<file path="src/rtl/pacman_pkg.sv">
// Shared types and constants for Pac-Man motion and the colour mapper.
// The dir_t encoding doubles as the sprite-row select on flag.
package pacman_pkg;

    typedef enum logic [2:0] {
        RIGHT = 3'd0,
        LEFT  = 3'd1,
        UP    = 3'd2,
        DOWN  = 3'd3,
        STOP  = 3'd4
    } dir_t;

    localparam logic [7:0] KEY_W = 8'h1A;
    localparam logic [7:0] KEY_A = 8'h04;
    localparam logic [7:0] KEY_S = 8'h16;
    localparam logic [7:0] KEY_D = 8'h07;

    localparam logic [9:0] SPRITE_SIZE = 10'd15;
    localparam int         SCREEN_W    = 640;
    localparam int         SCREEN_H    = 480;

    localparam logic [2:0] ST_IDLE   = 3'd0;
    localparam logic [2:0] ST_PLAN   = 3'd1;
    localparam logic [2:0] ST_FETCH  = 3'd2;
    localparam logic [2:0] ST_TEST   = 3'd3;
    localparam logic [2:0] ST_COMMIT = 3'd4;

    // Unrecognised keys (including "no key") keep the previous request.
    function automatic dir_t key_to_dir(input logic [7:0] key, input dir_t keep);
        case (key)
            KEY_W:   return UP;
            KEY_A:   return LEFT;
            KEY_S:   return DOWN;
            KEY_D:   return RIGHT;
            default: return keep;
        endcase
    endfunction

endpackage

</file>
<file path="src/rtl/pacman_frame_sync.sv">
// Brings vsync into the Clk domain and emits a one-cycle pulse per rising edge.
module frame_edge_sync (
    input  logic clk_i,
    input  logic rst_n_i,
    input  logic async_i,
    output logic rise_o
);

    logic meta_q, sync_q, prev_q;

    always_ff @(posedge clk_i) begin
        if (!rst_n_i) begin
            meta_q <= 1'b0;
            sync_q <= 1'b0;
            prev_q <= 1'b0;
        end else begin
            meta_q <= async_i;
            sync_q <= meta_q;
            prev_q <= sync_q;
        end
    end

    assign rise_o = sync_q & ~prev_q;

endmodule

</file>
<file path="src/rtl/pacman_motion.sv">
// Per-frame Pac-Man stepper: plans a one-step move, scans the maze ROM for
// walls along the leading edge, then commits or falls back to the current heading.
import pacman_pkg::*;

module pacman_motion #(
    parameter logic [9:0] START_X = 10'd320,
    parameter logic [9:0] START_Y = 10'd240,
    parameter logic [9:0] SIZE    = SPRITE_SIZE,
    parameter logic [9:0] STEP    = 10'd1,
    parameter logic [9:0] X_MAX   = 10'd639,
    parameter logic [9:0] Y_MAX   = 10'd479
) (
    input  logic                Clk,
    input  logic                Reset,
    input  logic                frame_clk,
    input  logic [7:0]          keycode,
    output logic [9:0]          map_addr,
    input  logic [SCREEN_W-1:0] map_data,
    output logic [9:0]          BallX,
    output logic [9:0]          BallY,
    output logic [9:0]          Ball_size,
    output logic [1:0]          flag,
    output logic                busy
);

    localparam logic signed [10:0] SZ   = {1'b0, SIZE};
    localparam logic signed [10:0] ST   = {1'b0, STEP};
    localparam logic signed [10:0] XMX  = {1'b0, X_MAX};
    localparam logic signed [10:0] YMX  = {1'b0, Y_MAX};
    localparam int                 SPAN = 2 * int'(SIZE) + 1;

    logic frame_edge;

    frame_edge_sync u_sync (
        .clk_i   (Clk),
        .rst_n_i (Reset),
        .async_i (frame_clk),
        .rise_o  (frame_edge)
    );

    logic [2:0] state_q, state_d;
    logic [9:0] x_q, x_d, y_q, y_d;
    logic [9:0] row_q, row_d, addr_q, addr_d;
    logic [1:0] flag_q, flag_d;
    logic       force_q, force_d;
    dir_t       cur_q, cur_d, want_q, want_d, try_q, try_d;

    // Candidate geometry is derived from the committed position and try_q,
    // both stable for the whole check, so nothing needs to be latched.
    logic signed [10:0] nx, ny, lo_x, hi_x, lo_y, hi_y;
    logic               horiz, oob, hit;
    logic [9:0]         first_row, lead_col;
    logic [SCREEN_W-1:0] span_bits, span_mask;

    always_comb begin
        nx = {1'b0, x_q};
        ny = {1'b0, y_q};
        case (try_q)
            RIGHT:   nx = nx + ST;
            LEFT:    nx = nx - ST;
            UP:      ny = ny - ST;
            DOWN:    ny = ny + ST;
            default: ;
        endcase
        lo_x = nx - SZ;
        hi_x = nx + SZ;
        lo_y = ny - SZ;
        hi_y = ny + SZ;
        oob  = (lo_x < 11'sd0) || (hi_x > XMX) || (lo_y < 11'sd0) || (hi_y > YMX);
        horiz     = (try_q == RIGHT) || (try_q == LEFT);
        first_row = (try_q == DOWN) ? hi_y[9:0] : lo_y[9:0];
        lead_col  = (try_q == RIGHT) ? hi_x[9:0] : lo_x[9:0];
        span_mask = ~({SCREEN_W{1'b1}} << SPAN);
        span_bits = (map_data >> lo_x[9:0]) & span_mask;
        hit       = horiz ? map_data[lead_col] : |span_bits;
    end

    always_comb begin
        state_d = state_q;
        x_d     = x_q;
        y_d     = y_q;
        row_d   = row_q;
        addr_d  = addr_q;
        flag_d  = flag_q;
        force_d = force_q;
        cur_d   = cur_q;
        want_d  = want_q;
        try_d   = try_q;
        case (state_q)
            ST_IDLE: begin
                if (frame_edge) begin
                    want_d  = key_to_dir(keycode, want_q);
                    force_d = 1'b0;
                    if (want_d != STOP) begin
                        try_d   = want_d;
                        state_d = ST_PLAN;
                    end else if (cur_q != STOP) begin
                        try_d   = cur_q;
                        state_d = ST_PLAN;
                    end
                end
            end
            ST_PLAN: begin
                if (oob) begin
                    force_d = 1'b1;
                    state_d = ST_TEST;
                end else begin
                    row_d   = first_row;
                    addr_d  = first_row;
                    state_d = ST_FETCH;
                end
            end
            ST_FETCH: state_d = ST_TEST;
            ST_TEST: begin
                if (force_q || hit) begin
                    // Blocked request falls back to the current heading once;
                    // want_q is kept so the turn is retried on later frames.
                    if (try_q != cur_q && cur_q != STOP) begin
                        try_d   = cur_q;
                        force_d = 1'b0;
                        state_d = ST_PLAN;
                    end else begin
                        cur_d   = STOP;
                        state_d = ST_IDLE;
                    end
                end else if (horiz && row_q != hi_y[9:0]) begin
                    row_d   = row_q + 10'd1;
                    addr_d  = row_q + 10'd1;
                    state_d = ST_FETCH;
                end else begin
                    state_d = ST_COMMIT;
                end
            end
            ST_COMMIT: begin
                x_d     = nx[9:0];
                y_d     = ny[9:0];
                cur_d   = try_q;
                flag_d  = try_q[1:0];
                state_d = ST_IDLE;
            end
            default: state_d = ST_IDLE;
        endcase
    end

    always_ff @(posedge Clk) begin
        if (!Reset) begin
            state_q <= ST_IDLE;
            x_q     <= START_X;
            y_q     <= START_Y;
            row_q   <= 10'd0;
            addr_q  <= 10'd0;
            flag_q  <= 2'd0;
            force_q <= 1'b0;
            cur_q   <= STOP;
            want_q  <= STOP;
            try_q   <= STOP;
        end else begin
            state_q <= state_d;
            x_q     <= x_d;
            y_q     <= y_d;
            row_q   <= row_d;
            addr_q  <= addr_d;
            flag_q  <= flag_d;
            force_q <= force_d;
            cur_q   <= cur_d;
            want_q  <= want_d;
            try_q   <= try_d;
        end
    end

    assign map_addr  = addr_q;
    assign BallX     = x_q;
    assign BallY     = y_q;
    assign Ball_size = SIZE;
    assign flag      = flag_q;
    assign busy      = (state_q != ST_IDLE);

endmodule

</file>
<file path="config.mk">
export PLATFORM = sky130hd
export DESIGN_NAME = pacman_motion
export DESIGN_NICKNAME = d
export VERILOG_FILES = /design/src/rtl/pacman_pkg.sv /design/src/rtl/pacman_frame_sync.sv /design/src/rtl/pacman_motion.sv
export SDC_FILE = /design/constraint.sdc
export NUM_CORES = 2
export LEC_CHECK = 0
export BUFFER_PORTS_ARGS = -buffer_cell sky130_fd_sc_hd__buf_2
export CAP_MARGIN = 0
export CORE_UTILIZATION = 45
export CTS_CLUSTER_SIZE = 28
export DETAILED_ROUTE_END_ITERATION = 16
export SLEW_MARGIN = 20
export SYNTH_ARGS = -nofsm -noshare
export SYNTH_HDL_FRONTEND = slang
export SYNTH_SLANG_ARGS = --single-unit
</file>
<file path="constraint.sdc">
create_clock -name Clk -period 8.85 [get_ports Clk]
set_input_delay 0.4425 -clock Clk [delete_from_list [all_inputs] [get_ports Clk]]
set_output_delay 0.4425 -clock Clk [all_outputs]
set_load 0.005 [all_outputs]
</file>
* After elaboration in Yosys (flattened, before gate mapping)
Cells that the tools add are included. W data, S select, Z words.
Storage, ports and cells: output and inout port bits 43, input bits 651, register bits 48
Cells by class: bitwise operators 2, shift-type cells 1, reductions and logical operators 21, $lt $le $gt $ge 5, eq/ne operators 24, mux-type cells 36, add/subtract/negate cells 9
Operator list (count):
- $shr A640 B10 Y31 | 1
- $mux W10 | 5
- $pmux W11 S2 | 2
- $mux W3 | 14
- $reduce_or A31 Y1 | 1
- $pmux W3 S4 | 2
- $add A10 B1 Y11 const B | 2
- $add A11 B5 Y11 const B | 2
- $lt A11 B1 Y1 const B | 2
- $sub A10 B1 Y11 const B | 2
- $sub A11 B5 Y11 const B | 2
- $pmux W10 S2 | 1
- $eq A8 B3 Y1 const B | 2
- $eq A8 B5 Y1 const B | 2
- $ne A2 B2 Y1 const B | 8
- $eq A3 B2 Y1 const B | 4
- $pmux W3 S2 | 2
- $gt A11 B10 Y1 const B | 1
- $gt A11 B11 Y1 const B | 1
- $lt A10 B11 Y1 const B | 1
- $add A10 B1 Y10 const B | 1
- $bmux W1 S10 | 1
- $ne A10 B10 Y1 | 1
- $reduce_and A5 Y1 | 2
- other kinds (16) | 36

* Longest topological paths before layout
word-level depth 10, depth in mapped cells 34, mapped depth without buffers 21

* Modules after synthesis
From an unflattened synthesis, not the netlist that was laid out.
Unflattened totals: cells, all modules 7291, area total of the unflattened synthesis 56374.1 sq um
By module, submodules not included:
- pacman_motion | cells each 7284, seq. area each 900.9 sq um, area an instance 56281.5 sq um, times used 1
- frame_edge_sync | cells each 7, seq. area each 60.1 sq um, area an instance 92.6 sq um, times used 1

* Worst setup path before layout
OpenSTA, ideal clock, no wires.
kind register to register, start point register x_q[0] (netlist: BallX[0]), end point register try_q[2], stages on the path, launching flop included 32, clock period less this slack 7.076 ns, arrival 6.952 ns, slack 1.774 ns, setup time 0.123 ns, data required time 8.727 ns, cell sequence dfxtp_1 buf_6 o21a_4 nor2_4 buf_6 buf_6 buf_6 buf_6 buf_6 buf_4 buf_4 buf_2 buf_2 ha_1 buf_2 buf_1 buf_2 buf_1 clkbuf_1 clkbuf_1 clkbuf_1 mux4_2 o311ai_0 nand4_1 o31ai_1 o2111ai_1 a21oi_1 nor3_1 o21ai_1 o21ai_2 a31oi_4 mux2_1
On the way: word-level cells in the longest chain between the ends 10, elaborated cells between the ends (all ways) 14
Ends and longest elaborated chain:
- start: declaration | line pacman_motion.sv:42 | logic [9:0] x_q, x_d, y_q, y_d;
- start signal: assignment | line pacman_motion.sv:148 | x_q <= START_X;
- start signal: assignment | line pacman_motion.sv:159 | x_q <= x_d;
- $sub A10 B1 Y11 / $add A10 B1 Y11 (equally long branches) | line pacman_motion.sv:60, pacman_motion.sv:59
- $pmux W11 S2 (*) | line pacman_motion.sv:58 | case (try_q)
- branches (longest 4 deep; another with $sub A11 B5 Y11)
- $mux W1 (*) | line pacman_motion.sv:75 | hit = horiz ? map_data[lead_col] : |span_bits;
- $logic_or A1 B1 Y1 (*) | line pacman_motion.sv:115 | if (force_q || hit) begin
- $ne A2 B2 Y1 (no line) (*)
- $reduce_and A5 Y1 (no line) (*)
- end signal: assignment | line pacman_motion.sv:167 | try_q <= try_d;
- end: declaration | line pacman_motion.sv:46 | dir_t cur_q, cur_d, want_q, want_d, try_q, try_d;
Every way passes the cells marked *. The select of a mux whose other input is x is not followed. A chain may end at the register's enable or synchronous reset.

* Worst setup path in the final report
start point register try_q[1], end point register try_q[2]
On the way: word-level cells in the longest chain between the ends 10, elaborated cells between the ends (all ways) 18
Ends and longest elaborated chain:
- branches (longest 9 deep; another with $sub A11 B5 Y11)
- $reduce_and A5 Y1 (no line) (*)
Marks and branches as above.

==> results.yml <==
clock_network:
  clkSinkCount: 48
  path_clk_slew_ns: 0.07
  hold_buffers: 0
  cts_resized: 0
  post_cts_buffers: 0
  clockBufferDepth: 2
  cts_buffers: 5
  cts_tree: "yes"
  root_buffer: "clkbuf_16"
  cts_htree_levels: 2
  clock_latency_ns: 0.31
setup_path:
  path_cells: "buf_4 > nor2_1 > buf_4 > and2_1 > xnor2_1 > ha_1 > mux2i_1 > ha_4 > buf_12 > mux4_2 > a211oi_1 > mux2i_1 > mux2i_1 > a22oi_1 > o32ai_1 > o211ai_1 > a221oi_1 > a31oi_1 > o21ai_1 > buf_4 > o21ai_2 > a31oi_4 > mux2_1"
  cpMaxStageDelayCell: "ha_4"
  crit_type: "flop to flop"
  required_ns: 9.04
  cp-start-kind: "flop"
  r2r_slack_ns: 0.90
  cp-end-kind: "flop"
  worstPathMaxFanout: 122
  r2r-start: "try_q[1]"
  arrival_ns: 8.15
  max_stage_delay_ns: 0.70
  r2r_end: "try_q[2]"
  path_buf_inv: 4
  rr_worst_depth: 23
  cpLargestDelayFamily: "compound AO/OA/AOI/OAI gates"
synthesis:
  ys_types: 110
  synth_top_area_share_pct: 33.9
  ys_seq_elements: 48
  synth_top_area_cell: "mux4_2"
  synth_ff_type: "dfxtp_1"
  yosys_warnings: 0
  synthCells: 5993
  synth-edff-count: 0
  async_reset_ff_share_pct: 0
  netlist_area_um2: 51200
  yosysSeqAreaShare_pct: 1.88
  syn_avg_cell_area_um2: 8.54
  netlist_top_cells_area: "mux4_2, mux2i_1, nand2_1, a211oi_1, nor3_1"
cells_and_area:
  fin_nets: 6814
  n_fill_cell: 11000
  final_common_cell: "mux4_2"
  post_route_cells_drive_above_1_share_pct: 28.7
  area_growth_pct: 7.51
  layout_common_cells: "mux4_2, buf_2, nand2_1, mux2i_1, nor2_1"
run_status:
  status: "finished clean"
timing:
  totalNegativeSetupSlack_ns: 0
  slew_headroom_pct: 15.7
  finalClockSkew_ns: 0.0118
  min_period_over_period_pct: 89.9
  rsz0062_at_grt: "false"
  timing.fmax_mhz: 126
  worst_pin_slew_ns: 1.26
  hold_viol: 0
  period_minus_slack_ns: 7.95
  hold_ws_ns: 0.342
  setup_viol: 0
  slew_violations: 0
hold_path:
  hold-path-endpoint: "u_sync.meta_q"
  hold_depth: 2
  min_from: "frame_clk"
  hold_class: "input port to flop"
floorplanning:
  ioPinCount: 694
  die_w_um: 339
  initial_core_util_pct: 45.4
  rows: 123
  dieArea_um2: 115000
  fp.dieH_um: 339
  core_um2: 113000
drt:
  drt_iter0_drc: 8660
  vias: 58700
  firstDrtPassIters: 6
  drc: 0
  wire_per_inst_um: 31.1
  detail_route.vias_per_cell: 7.62
  totalWireLength_um: 240000
  antenna_left: 0
global_route:
  grt_pass1_vias: 53200
  track_usage_pct: 39.5
  grt_max_degree: 170
  grt_use_met1_pct: 56.1
  grtUsageMet2_pct: 58.5
  antenna_found_initial: 82
  use_met3_pct: 8.64
  grt_pass1_wl_um: 356000
  overflow: 0
  busiest_layer: "met2"
job:
  drv_cap: 0
place:
  gp_congestion: 0.999
  io_buffers: 683
  post-dp-hpwl_um: 177000
pwr:
  finalPower_w: 0.00196
  vdd_drop_max_mv: 0.0750
  p_per_area_nw_per_um2: 35.6
  p_leak_nw: 21.3
[sequential cells by signal (all words and copies together) (netlist names)]
| name | cells |
|---|---|
| try_q | 3 |
| u_sync.prev_q | 1 |
| BallX | 10 |
| map_addr | 10 |
| u_sync.sync_q | 1 |
| want_q | 3 |
| state_q | 3 |
| cur_q | 3 |
| force_q | 1 |
| u_sync.meta_q | 1 |
| BallY | 10 |
| flag | 2 |
[area by class of cell]
class | instances | area, um^2 | area share (%)
clock inverters | 3 | 68.8 | 0.125
multi-input cells | 5231 | 46800 | 85.0
diodes | 58 | 145 | 0.264
clock buffers | 5 | 125 | 0.227
inverters | 43 | 176 | 0.321
flip-flops and latches | 48 | 961 | 1.75
repair buffers | 815 | 4890 | 8.89
well taps | 1500 | 1880 | 3.41
[where the power goes]
part	internal, W	total [W]	switching [W]	leakage [nW]
clock network	0.000163	0.000261	0.0000978	0.0948
logic	0.000640	0.00146	0.000824	20.8
registers	0.000221	0.000234	0.0000121	0.388
total	0.00102	0.00196	0.000934	21.3
[through the flow]
step           cells  util [%]  area, um^2  worst slack (ns)
6_report        7703      48.8       55000             0.896
5_1_grt         7683      48.8       55000             0.662
4_1_cts         7644      48.7       54900             0.997
3_5_place_dp    7636      48.5       54700              1.08
3_3_place_gp    7636      48.5       54700              1.17
2_1_floorplan   6001         -       51200              1.77
[synthesized netlist by cell type (all sizes together) (20+ instances only)]
library cell    n
mux4          771
nand2         633
mux2i         616
buf           412
nor2          359
nor3          338
a21oi         323
clkbuf        267
a211oi        228
o21ai         207
nand3         192
and3          155
a2111oi       106
a31oi         102
nor4           96
mux2           82
or3            64
o211ai         59
o311ai         58
nand4          52
dfxtp          48
xnor2          46
a211o          43
inv            41
nor2b          40
and2           38
o31ai          33
or4            32
o21a           28
o22ai          28
or2            28
a32oi          27
a221oi         24
nor3b          24
nand3b         22
o32ai          22
xor2           21
a311oi         20
nand2b         20
[metal layers]
layer	share of wire, %	vias up
met5	0.19	-
li1	-	24900
met3	12	531
met4	4.2	68
met1	40	29000
met2	44	4188
[cells by family (layout without fill, tap and decap cells)]
logic type,count (synthesis),in the layout,synth area share [%]
simple gates,2144,2144,20.6
fa+ha+maj,19,19,0.479
buf+inv,722,866,7.11
mux,1469,1469,47.8
xor+xnor,67,67,1.25
flops,48,48,1.88
compound gates,1522,1522,20.9
other cells,2,68,0.0147
[worst max path at each step]
stage | startpoint | to | slack (ns) | cells after the start
6_report | try_q[1] | try_q[2] | 0.90 | 23
5_1_grt | try_q[2] | try_q[2] | 0.66 | 20
4_1_cts | try_q[1] | try_q[2] | 1.0 | 24
3_5_place_dp | try_q[1] | try_q[2] | 1.08 | 24
3_3_place_gp | try_q[1] | try_q[2] | 1.17 | 24
2_1_floorplan | BallX[0] | try_q[2] | 1.77 | 31
Power figures use the tool's default switching activity.
